**config.mk**
```make
export PLATFORM = sky130hd
export DESIGN_NAME = input_port_controller_flat
export DESIGN_NICKNAME = d
export VERILOG_FILES = /design/src/rtl/noc_pkg.sv /design/src/rtl/input_port_controller_if.sv /design/src/rtl/xy_route_compute.sv /design/src/rtl/input_port_controller.sv /design/src/flat_wrapper.sv
export SDC_FILE = /design/constraint.sdc
export NUM_CORES = 1
export LEC_CHECK = 0
export ABC_AREA = 1
export BUFFER_PORTS_ARGS = -buffer_cell sky130_fd_sc_hd__buf_2
export CAP_MARGIN = 20
export CORE_MARGIN = 4
export CORE_UTILIZATION = 31
export DETAILED_ROUTE_END_ITERATION = 10
export GPL_TIMING_DRIVEN = 0
export PLACE_DENSITY = 0.65
export SLEW_MARGIN = 5
export SYNTH_ARGS = -nofsm -noshare
export SYNTH_HDL_FRONTEND = slang
export SYNTH_HIERARCHICAL = 1
export SYNTH_SLANG_ARGS = --single-unit
```
**constraint.sdc**
```tcl
create_clock -name clk -period 4.87 [get_ports clk]
set_input_delay 0.487 -clock clk [delete_from_list [all_inputs] [get_ports clk]]
set_output_delay 0.487 -clock clk [all_outputs]
set_load 0.02 [all_outputs]
```
**src/rtl/noc_pkg.sv**
```systemverilog
`default_nettype none
// ---------------------------------------------------------------------------
// Module : noc_pkg
// Brief  : Shared router types: flit format, port indices and controller state.
// Rev    : 1.0
// ---------------------------------------------------------------------------
package noc_pkg;

   localparam int FLIT_W    = 17;
   localparam int COORD_W   = 4;
   localparam int NUM_PORTS = 5;
   localparam int PORT_W    = 3;

   localparam logic [PORT_W-1:0] P_LOCAL = 3'd0;
   localparam logic [PORT_W-1:0] P_NORTH = 3'd1;
   localparam logic [PORT_W-1:0] P_EAST  = 3'd2;
   localparam logic [PORT_W-1:0] P_SOUTH = 3'd3;
   localparam logic [PORT_W-1:0] P_WEST  = 3'd4;

   typedef enum logic [1:0] {
      SINGLE = 2'b00,
      HEAD   = 2'b01,
      BODY   = 2'b10,
      TAIL   = 2'b11
   } flit_type_e;

   typedef enum logic [0:0] {
      ST_IDLE   = 1'b0,
      ST_ACTIVE = 1'b1
   } ctrl_state_e;

   function automatic logic [NUM_PORTS-1:0] port_onehot(input logic [PORT_W-1:0] p);
      logic [NUM_PORTS-1:0] one;
      one = {{(NUM_PORTS-1){1'b0}}, 1'b1};
      return one << p;
   endfunction

   function automatic logic opens_packet(input flit_type_e t);
      return (t == SINGLE) || (t == HEAD);
   endfunction

   function automatic logic closes_packet(input flit_type_e t);
      return (t == SINGLE) || (t == TAIL);
   endfunction

endpackage
`default_nettype wire

```
**src/rtl/input_port_controller_if.sv**
```systemverilog
`default_nettype none
// ---------------------------------------------------------------------------
// Module : input_port_controller_if
// Brief  : Buffer-front, allocator and flow-control signals of one input port.
// Rev    : 1.0
// ---------------------------------------------------------------------------
interface input_port_controller_if;
   import noc_pkg::*;

   logic                 receive_i;
   logic [FLIT_W-1:0]    head_data_i;
   logic                 send_o;
   logic [NUM_PORTS-1:0] req_o;
   logic [NUM_PORTS-1:0] grant_i;
   logic [FLIT_W-1:0]    flit_o;
   logic                 flit_valid_o;
   logic                 full_o;
   logic                 empty_o;
   logic                 drop_o;
   logic                 overflow_o;

   modport slave (
      input  receive_i, head_data_i, grant_i,
      output send_o, req_o, flit_o, flit_valid_o,
             full_o, empty_o, drop_o, overflow_o
   );

   modport master (
      output receive_i, head_data_i, grant_i,
      input  send_o, req_o, flit_o, flit_valid_o,
             full_o, empty_o, drop_o, overflow_o
   );

endinterface
`default_nettype wire

```
**src/rtl/xy_route_compute.sv**
```systemverilog
`default_nettype none
// ---------------------------------------------------------------------------
// Module : xy_route_compute
// Brief  : Dimension-ordered (X then Y) output-port selection for a head flit.
// Rev    : 1.0
// ---------------------------------------------------------------------------
module xy_route_compute
   import noc_pkg::*;
#(
   parameter int X_COORD = 0,
   parameter int Y_COORD = 0
) (
   input  wire logic [COORD_W-1:0] dest_x,
   input  wire logic [COORD_W-1:0] dest_y,
   output logic      [PORT_W-1:0]  port
);

   localparam logic [COORD_W-1:0] c_x = COORD_W'(X_COORD);
   localparam logic [COORD_W-1:0] c_y = COORD_W'(Y_COORD);

   always_comb begin
      port = P_LOCAL;
      if (dest_x > c_x)
         port = P_EAST;
      else if (dest_x < c_x)
         port = P_WEST;
      else if (dest_y > c_y)
         port = P_NORTH;
      else if (dest_y < c_y)
         port = P_SOUTH;
   end

endmodule
`default_nettype wire

```
**src/rtl/input_port_controller.sv**
```systemverilog
`default_nettype none
// ---------------------------------------------------------------------------
// Module : input_port_controller
// Brief  : Tracks buffer occupancy, routes head flits and holds one output port per packet.
// Rev    : 1.0
// ---------------------------------------------------------------------------
module input_port_controller
   import noc_pkg::*;
#(
   parameter int X_COORD = 0,
   parameter int Y_COORD = 0,
   parameter int DEPTH   = 5,
   parameter int CNT_W   = 3
) (
   input  wire logic              clk,
   input  wire logic              rst,
   input_port_controller_if.slave port_if
);

   localparam logic [0:0]       c_st_idle   = ST_IDLE;
   localparam logic [0:0]       c_st_active = ST_ACTIVE;
   localparam logic [CNT_W-1:0] c_depth     = CNT_W'(DEPTH);

   logic [0:0]           r_state;
   logic [PORT_W-1:0]    r_port;
   logic [CNT_W-1:0]     r_cnt;

   flit_type_e           w_type;
   logic [PORT_W-1:0]    w_route;
   logic                 w_valid;
   logic                 w_full;
   logic                 w_idle;
   logic                 w_drop;
   logic                 w_send;
   logic                 w_inc;
   logic [NUM_PORTS-1:0] w_req;

   assign w_type  = flit_type_e'(port_if.head_data_i[FLIT_W-1:FLIT_W-2]);
   assign w_valid = (r_cnt != '0);
   assign w_full  = (r_cnt == c_depth);
   assign w_idle  = (r_state == c_st_idle);

   xy_route_compute #(
      .X_COORD (X_COORD),
      .Y_COORD (Y_COORD)
   ) u_route (
      .dest_x (port_if.head_data_i[7:4]),
      .dest_y (port_if.head_data_i[3:0]),
      .port   (w_route)
   );

   // Request stays up through empty gaps so the allocator keeps the wormhole path.
   always_comb begin
      w_req  = '0;
      w_drop = 1'b0;
      w_send = 1'b0;
      if (w_idle) begin
         w_drop = w_valid & ~opens_packet(w_type);
         w_send = w_drop;
      end else begin
         w_req  = port_onehot(r_port);
         w_send = w_valid & (|(w_req & port_if.grant_i));
      end
   end

   // A pop frees a slot in the same cycle, so a write into a full buffer still lands.
   assign w_inc = port_if.receive_i & (~w_full | w_send);

   always_ff @(posedge clk) begin
      if (rst) begin
         r_cnt <= '0;
      end else begin
         r_cnt <= r_cnt + {{(CNT_W-1){1'b0}}, w_inc} - {{(CNT_W-1){1'b0}}, w_send};
      end
   end

   always_ff @(posedge clk) begin
      if (rst) begin
         r_state <= c_st_idle;
         r_port  <= P_LOCAL;
      end else begin
         case (r_state)
            c_st_idle: begin
               if (w_valid && opens_packet(w_type)) begin
                  r_state <= c_st_active;
                  r_port  <= w_route;
               end
            end
            c_st_active: begin
               if (w_send && closes_packet(w_type))
                  r_state <= c_st_idle;
            end
            default: r_state <= c_st_idle;
         endcase
      end
   end

   assign port_if.send_o       = w_send;
   assign port_if.req_o        = w_req;
   assign port_if.flit_o       = port_if.head_data_i;
   assign port_if.flit_valid_o = w_send;
   assign port_if.full_o       = w_full;
   assign port_if.empty_o      = ~w_valid;
   assign port_if.drop_o       = w_drop;
   assign port_if.overflow_o   = port_if.receive_i & w_full & ~w_send;

endmodule
`default_nettype wire

```
**src/flat_wrapper.sv**
```systemverilog
// flat-port wrapper written by rule: the top's interface ports become plain ports
module input_port_controller_flat import noc_pkg::*;
#(
   parameter int X_COORD = 0,
   parameter int Y_COORD = 0,
   parameter int DEPTH   = 5,
   parameter int CNT_W   = 3
)
  (clk, rst, port_if_receive_i, port_if_head_data_i, port_if_grant_i, port_if_send_o, port_if_req_o, port_if_flit_o, port_if_flit_valid_o, port_if_full_o, port_if_empty_o, port_if_drop_o, port_if_overflow_o);
  input_port_controller_if port_if_i ();
  input  wire logic clk;
  input  wire logic rst;
  input wire logic [$bits(port_if_i.receive_i)-1:0] port_if_receive_i;
  input wire logic [$bits(port_if_i.head_data_i)-1:0] port_if_head_data_i;
  input wire logic [$bits(port_if_i.grant_i)-1:0] port_if_grant_i;
  output wire logic [$bits(port_if_i.send_o)-1:0] port_if_send_o;
  output wire logic [$bits(port_if_i.req_o)-1:0] port_if_req_o;
  output wire logic [$bits(port_if_i.flit_o)-1:0] port_if_flit_o;
  output wire logic [$bits(port_if_i.flit_valid_o)-1:0] port_if_flit_valid_o;
  output wire logic [$bits(port_if_i.full_o)-1:0] port_if_full_o;
  output wire logic [$bits(port_if_i.empty_o)-1:0] port_if_empty_o;
  output wire logic [$bits(port_if_i.drop_o)-1:0] port_if_drop_o;
  output wire logic [$bits(port_if_i.overflow_o)-1:0] port_if_overflow_o;
  assign port_if_i.receive_i = port_if_receive_i;
  assign port_if_i.head_data_i = port_if_head_data_i;
  assign port_if_i.grant_i = port_if_grant_i;
  assign port_if_send_o = port_if_i.send_o;
  assign port_if_req_o = port_if_i.req_o;
  assign port_if_flit_o = port_if_i.flit_o;
  assign port_if_flit_valid_o = port_if_i.flit_valid_o;
  assign port_if_full_o = port_if_i.full_o;
  assign port_if_empty_o = port_if_i.empty_o;
  assign port_if_drop_o = port_if_i.drop_o;
  assign port_if_overflow_o = port_if_i.overflow_o;
  input_port_controller #(.X_COORD(X_COORD), .Y_COORD(Y_COORD), .DEPTH(DEPTH), .CNT_W(CNT_W)) u_core (.clk(clk), .rst(rst), .port_if(port_if_i));
endmodule
```
==> impl_results.md, run 1 <==
* Syn Std Cell Area at 691 µm²
* Number of routed nets with antenna violations at 0
* Routability Congestion at 0.784
* Syn Area/Cell at around 6.7 µm²
* Post-synthesis sequential area ratio at 0.203
* # DRC at 0
* Worst Setup Start Kind: primary input
* WL/cell at approximately 9 µm
* TritonCTS buffer count at 3
* Longest Clk Path Bufs at 2
* Nets at 182
* Hold WC Path Type: primary input to register
* First-pass GRT wire length at 2750 µm
* Clk pin slew, worst setup/hold paths at about 0.05 ns
* Die area at 3050 µm²
* Setup Fix Bufs, Post-CTS at 0
* Mapped Cells at 103
* Seq pwr share at 0.257
* Final WL at around 1600 µm
* Worst EP arrival at 2.46 ns
* Antenna diodes at 0
* Part of the cycle the worst path needs at 0.468
* Status: complete, no violations
* Ys Warns at 6
* Initial DRT Pass Iterations at 4
* Die Y at 55.2 µm
* Core area at 2040 µm²
* Gr usage total at 0.108
* Synth Net Count at 132
* Final hold slack at between 0.4 and 0.5 ns
* Clock power frac at 0.131
* Fin util at 0.478
* Crit Path Max Fanout at 3
* Starting Density at 0.338
* RSZ-0062 raised after global routing: no
* CTS tree: done
* Share of cells above drive strength 1 at 0.513
* Switch share at 0.481
* Hold buffer count at cts at 0
* Main combinational cell family by area after synthesis: simple AND/OR/NAND/NOR gates
* CTS Root Buffer Type: clkbuf_4
* XOR/XNOR share of the synthesized area at 0.0127
* Switching power at 0.191 mW
* WP data required at 5.05 ns
* Max cap viols at 0
* Minimum clock period at 2.28 ns
* H-tree levels at 1
* Simple-gate portion of the synthesized area at 0.326
* CP Class: primary input to register
* DR vias/cell at about 4.3
* Slew Limit Fails at 0
* Setup WS pre-CTS at about 2.3 ns
* IO Count at 53
* Gate power share at 0.612
* Seq cells post-synth at 7
* Fin Setup TNS at 0 ns
* CP endpoint kind: register
* Compound-cell area share of the yosys netlist at 0.0543
* # resized after CTS at 0
* Area growth, synth to finish at 41.3%
* Largest net degree at the start of global routing at 11
* Netlist cell types at 21
* Leakage Power at 0.563 nW
* Detail Placement HPWL at 1470 µm
* Clock Skews at roughly 0.0010 ns
* Most frequent cells in the layout: buf_2 (45), buf_4 (19), nor2_1 (15)
* Final Hold Vio Count at 0
* Fraction of the mapped netlist area in adder cells at 0.0833
* Vias in the first global route at around 710
* Fill count at 212
* Port Buffer Count at 45
* Mux contribution to synthesized area at 0
* Final setup violation count at 0
* Iteration-0 DRC Markers at 12
* Fmax at approximately 0.44 GHz
* Rows at 16
* Commonest non-fill, non-tap cell in the layout: buf_2
* Skew-Pair Late Insertion Delay at 0.25 ns
* Clk sinks at 7
* Final worst setup slack at 2.59 ns
* Power Density at about 410 nW/µm²
* Die W at 55.2 µm
* Internal power at approximately 0.21 mW
* Overall power at 0.398 mW
* Initial antenna violation count at 0
* GRT overflow at 0
* Via count at 772
* VDD IR max at 0.298 mV
area by class of cell:
type,instances,area (µm²),area share
inverters,17,63.8,0.0654
clock buffers,4,26.3,0.0269
multi-input cells,59,333,0.341
flip-flops and latches,7,140,0.144
plain buffers,20,154,0.158
well taps,27,33.8,0.0346
repair buffers,45,225,0.231
worst paths after layout:
| kind | start | endpoint | slack, ns | cells past startpoint |
|---|---|---|---|---|
| setup / recovery | port_if_head_data_i[16] | u_core/r_cnt[2] | 2.59 | 14 |
| hold / removal | rst | u_core/r_cnt[1] | 0.49 | 2 |
| setup reg to reg | u_core/r_port[2] | u_core/r_cnt[2] | 2.68 | 13 |
| hold reg to reg | u_core/r_state | u_core/r_state | 0.52 | 2 |
cell usage after synthesis, drive strengths merged:
cell	number	share of area
a211oi	2	0.022
a21oi	3	0.022
buf	20	0.22
conb	1	0.0054
dfxtp	7	0.20
fa	1	0.029
ha	3	0.054
inv	17	0.092
nand2	13	0.082
nand3	8	0.058
nand4	2	0.018
nor2	18	0.11
nor3	1	0.014
nor4	4	0.036
o21bai	1	0.011
or2	1	0.0091
xnor2	1	0.013
power by group through the flow:
stage	combinational (mW)	clock, mW	sequential [mW]
global route	0.275	0.0601	0.106
CTS	0.247	0.0554	0.102
finish	0.244	0.0522	0.102
detailed placement	0.247	0	0.103
floorplan	0.184	0	0.0981
global placement	0.240	0	0.102
cells by family after synthesis:
| group | Yosys count |
|---|---|
| xor+xnor | 1 |
| flops | 7 |
| simple gates | 47 |
| fa+ha+maj | 4 |
| other cells | 1 |
| compound gates | 6 |
| buf+inv | 37 |
worst max-delay path, cell delays in order:
cell      delay [ns]
buf_2           0.09
inv_1           0.05
ha_1            0.19
nor2_1          0.10
nor2_1          0.07
nor2_1          0.17
nand2_2         0.09
nor2_1          0.17
o21bai_1        0.14
ha_1            0.15
inv_1           0.05
fa_1            0.38
or2_0           0.23
a21oi_1         0.11
registers in the layout (all words and copies together) (netlist names):
name / count
u_core/r_cnt: 3
u_core/r_port: 3
u_core/r_state: 1
per-stage QoR:
step / instance area [µm²] / std cells
finish: 976 / 179
global route: 976 / 179
CTS: 976 / 179
detailed placement: 950 / 175
global placement: 950 / 175
floorplan: 691 / 103
metal layers:
metal | track usage | up-vias | wire (µm)
li1 | - | 403 | -
met1 | 0.107 | 337 | 627
met2 | 0.203 | 32 | 849
met3 | 0.0396 | 0 | 164
met4 | 0.0382 | 0 | 0
met5 | 0 | - | 0
(Power assumes the default switching activity.)
==> run 2, diff against run 1 <==
- PLACE_DENSITY: 0.65 -> 0.68
- clock period: 4.87 -> 1.9 ns (I/O delays scaled with it)
==> impl_results.md, run 2 (synthesis results as in run 1) <==
* Rows at 16 (unchanged)
* Final worst setup slack at -0.109 ns (was 2.59 ns)
* CP delay by family, top: simple AND/OR/NAND/NOR gates (unchanged)
* Min-delay src: rst (unchanged)
* Violated checks: negative setup slack
* Fin area at 1090 µm² (was 976 µm²)
* WP buf/inv at 1 (was 3)
* DR vias/cell at 4.26 (was 4.31)
* Number of routed nets with antenna violations at 0 (unchanged)
* GRT overflow at 0 (unchanged)
* Final setup violation count at 2 (was 0)
* Core area at 2040 µm² (unchanged)
* Part of the cycle the worst path needs at 1.06
* Starting Density at 0.338 (unchanged)
* Clk sinks at 7 (unchanged)
* Die area at 3050 µm² (unchanged)
* Crit-path most repeated cell: nand2_4 (was nor2_1)
* CP endpoint kind: register (unchanged)
* Hold Crit Depth at 2 (unchanged)
* Hold WC Path Type: primary input to register (unchanged)
* Initial DRT Pass Iterations at 4 (unchanged)
* IO Count at 53 (unchanged)
* Footprint of the multi-input gates at 374 µm² (was 333 µm²)
* CTS tree: done (unchanged)
* Slowest CP cell: dfxtp_4 (was fa_1)
* Max cap viols at 0 (unchanged)
* Fill count at 216 (was 212)
* Register-to-Register Path Depth at 13 (unchanged)
* Die W at 55.2 µm (unchanged)
* Cell-by-cell trace of the critical path: nor2_4 > nand3_1 > nand2_1 > nor2_2 > nand2_2 > nand2_4 > nand2_4 > o21bai_1 > ha_2 > inv_2 > fa_2 > or2_0 > a21oi_1 (was buf_2 > inv_1 > ha_1 > nor2_1 > nor2_1 > nor2_1 > nand2_2 > nor2_1 > o21bai_1 > ha_1 > inv_1 > fa_1 > or2_0 > a21oi_1)
* Worst Setup Start Kind: register (was primary input)
* VDD IR max at 0.800 mV (was 0.298 mV)
* Power Density at 1120 nW/µm² (was 408 nW/µm²)
* RSZ-0062 raised after global routing: yes (was no)
* Fin Setup TNS at -0.116 ns (was 0 ns)
* R2R Path Start: u_core/r_port[1] (was u_core/r_port[2])
* Biggest regs: u_core/r_cnt (3), u_core/r_port (3), u_core/r_state (1) (unchanged)
* TritonCTS buffer count at 3 (unchanged)
* Crit Path Max Fanout at 6 (was 3)
* Skew-Pair Late Insertion Delay at 0.25 ns (about the same)
* WP data required at 2.09 ns (was 5.05 ns)
* Clk pin slew, worst setup/hold paths at 0.05 ns (about the same)
* WL/cell at 10.0 µm (was 9.17 µm)
* Status: finished, violations left (was complete, no violations)
* FF/Latch Area at 154 µm² (was 140 µm²)
* CP Class: register to register (was primary input to register)
* Leakage Power at 0.613 nW (was 0.563 nW)
* Slew Limit Fails at 0 (unchanged)
* Most frequent cells in the layout: buf_2 (45), buf_4 (28), inv_1 (12), nor2_1 (12), nand2_1 (9) (was buf_2 (45), buf_4 (19), nor2_1 (15))
* Largest net degree at the start of global routing at 8 (was 11)
* Final Hold Vio Count at 0 (unchanged)
* CP max stage delay at 0.39 ns (was 0.38 ns)
* Clock Skews at 0.000736 ns (was 0.00101 ns)
* Setup crit start: u_core/r_port[1] (was port_if_head_data_i[16])
* Routability Congestion at 0.785 (was 0.784)
* Initial antenna violation count at 0 (unchanged)
* First-pass GRT wire length at 2900 µm (was 2750 µm)
* Final hold slack at 0.185 ns (was 0.486 ns)
* Detail Placement HPWL at 1510 µm (was 1470 µm)
* Commonest non-fill, non-tap cell in the layout: buf_2 (unchanged)
* Fmax at 0.498 GHz
* # DRC at 0 (unchanged)
* Nets at 190 (was 182)
* Overall power at 1.23 mW (was 0.398 mW)
* CTS Root Buffer Type: clkbuf_4 (unchanged)
* Iteration-0 DRC Markers at 7 (was 12)
* Die Y at 55.2 µm (unchanged)
* Worst EP arrival at 2.20 ns (was 2.46 ns)
* Setup WS pre-CTS at -0.310 ns (was 2.31 ns)
* Share of cells above drive strength 1 at 0.619 (was 0.513)
* Gr usage total at 0.117 (was 0.108)
* Longest Clk Path Bufs at 2 (unchanged)
* Critical path depth at 13 (was 14)
* H-tree levels at 1 (unchanged)
* Antenna diodes at 0 (unchanged)
* Port Buffer Count at 45 (unchanged)
* Minimum clock period at 2.01 ns
* Final WL at 1880 µm (was 1640 µm)
* Vias in the first global route at 718 (was 706)
* Via count at 796 (was 772)
* Area growth, synth to finish at 58.5% (was 41.3%)
* Post-DP Area at 978 µm² (was 950 µm²)
run 2: cell types whose count changed in the layout (fill, tap and decap cells not counted), moves of 3 or more:
cell / delta
dfxtp_1: -5
dfxtp_4: +3
buf_4: +9
nor2_1: -3
run 2: final cells by class:
type	instances	area share
Multi-Input combinational cell	59	0.342
Sequential cell	7	0.141
Inverter	17	0.0651
Tap cell	27	0.0309
Timing Repair Buffer	54	0.267
Buffer	19	0.130
Clock buffer	4	0.0240
run 2: per-stage QoR:
step / util / std cells
after floorplan: - / 103
final: 0.536 / 187
after global routing: 0.536 / 187
after CTS: 0.515 / 183
after global placement: 0.479 / 175
after detailed placement: 0.479 / 175
run 2: where the power goes:
| part | internal [mW] | switching [mW] | total [mW] |
|---|---|---|---|
| Combinational | 0.371 | 0.431 | 0.802 |
| Sequential | 0.207 | 0.0854 | 0.293 |
| Clock | 0.0801 | 0.0551 | 0.135 |
| Total | 0.659 | 0.571 | 1.23 |
run 2: worst reg2reg max path, cell delays in order (launching register included):
cell and delay (ns):
dfxtp_4 0.39, nor2_4 0.04, nand3_1 0.06, nand2_1 0.06
nor2_2 0.11, nand2_2 0.08, nand2_4 0.09, nand2_4 0.05
o21bai_1 0.13, ha_2 0.19, inv_2 0.04, fa_2 0.35
or2_0 0.22, a21oi_1 0.13
run 2: final timing paths:
path	to	slack [ns]
worst max-delay path	u_core/r_cnt[2]	-0.11
worst min-delay path	u_core/r_port[0]	0.19
worst max register to register	u_core/r_cnt[2]	-0.11
worst min register to register	u_core/r_state	0.50
run 2: timing repair:
item	in CTS	in global routing
buffers inserted	4	5
hold buffers	0	0
setup endpoints to repair	2	2
gates resized for setup	9	6
pin swaps	8	12
run 2: routing by layer:
layer	up-vias	global-route usage	wire [µm]	part of all wire
li1	417	-	-	-
met1	341	0.103	644	0.34
met2	32	0.216	1020	0.54
met3	6	0.0583	168	0.089
met4	0	0.0556	48	0.026
met5	-	0	0	0
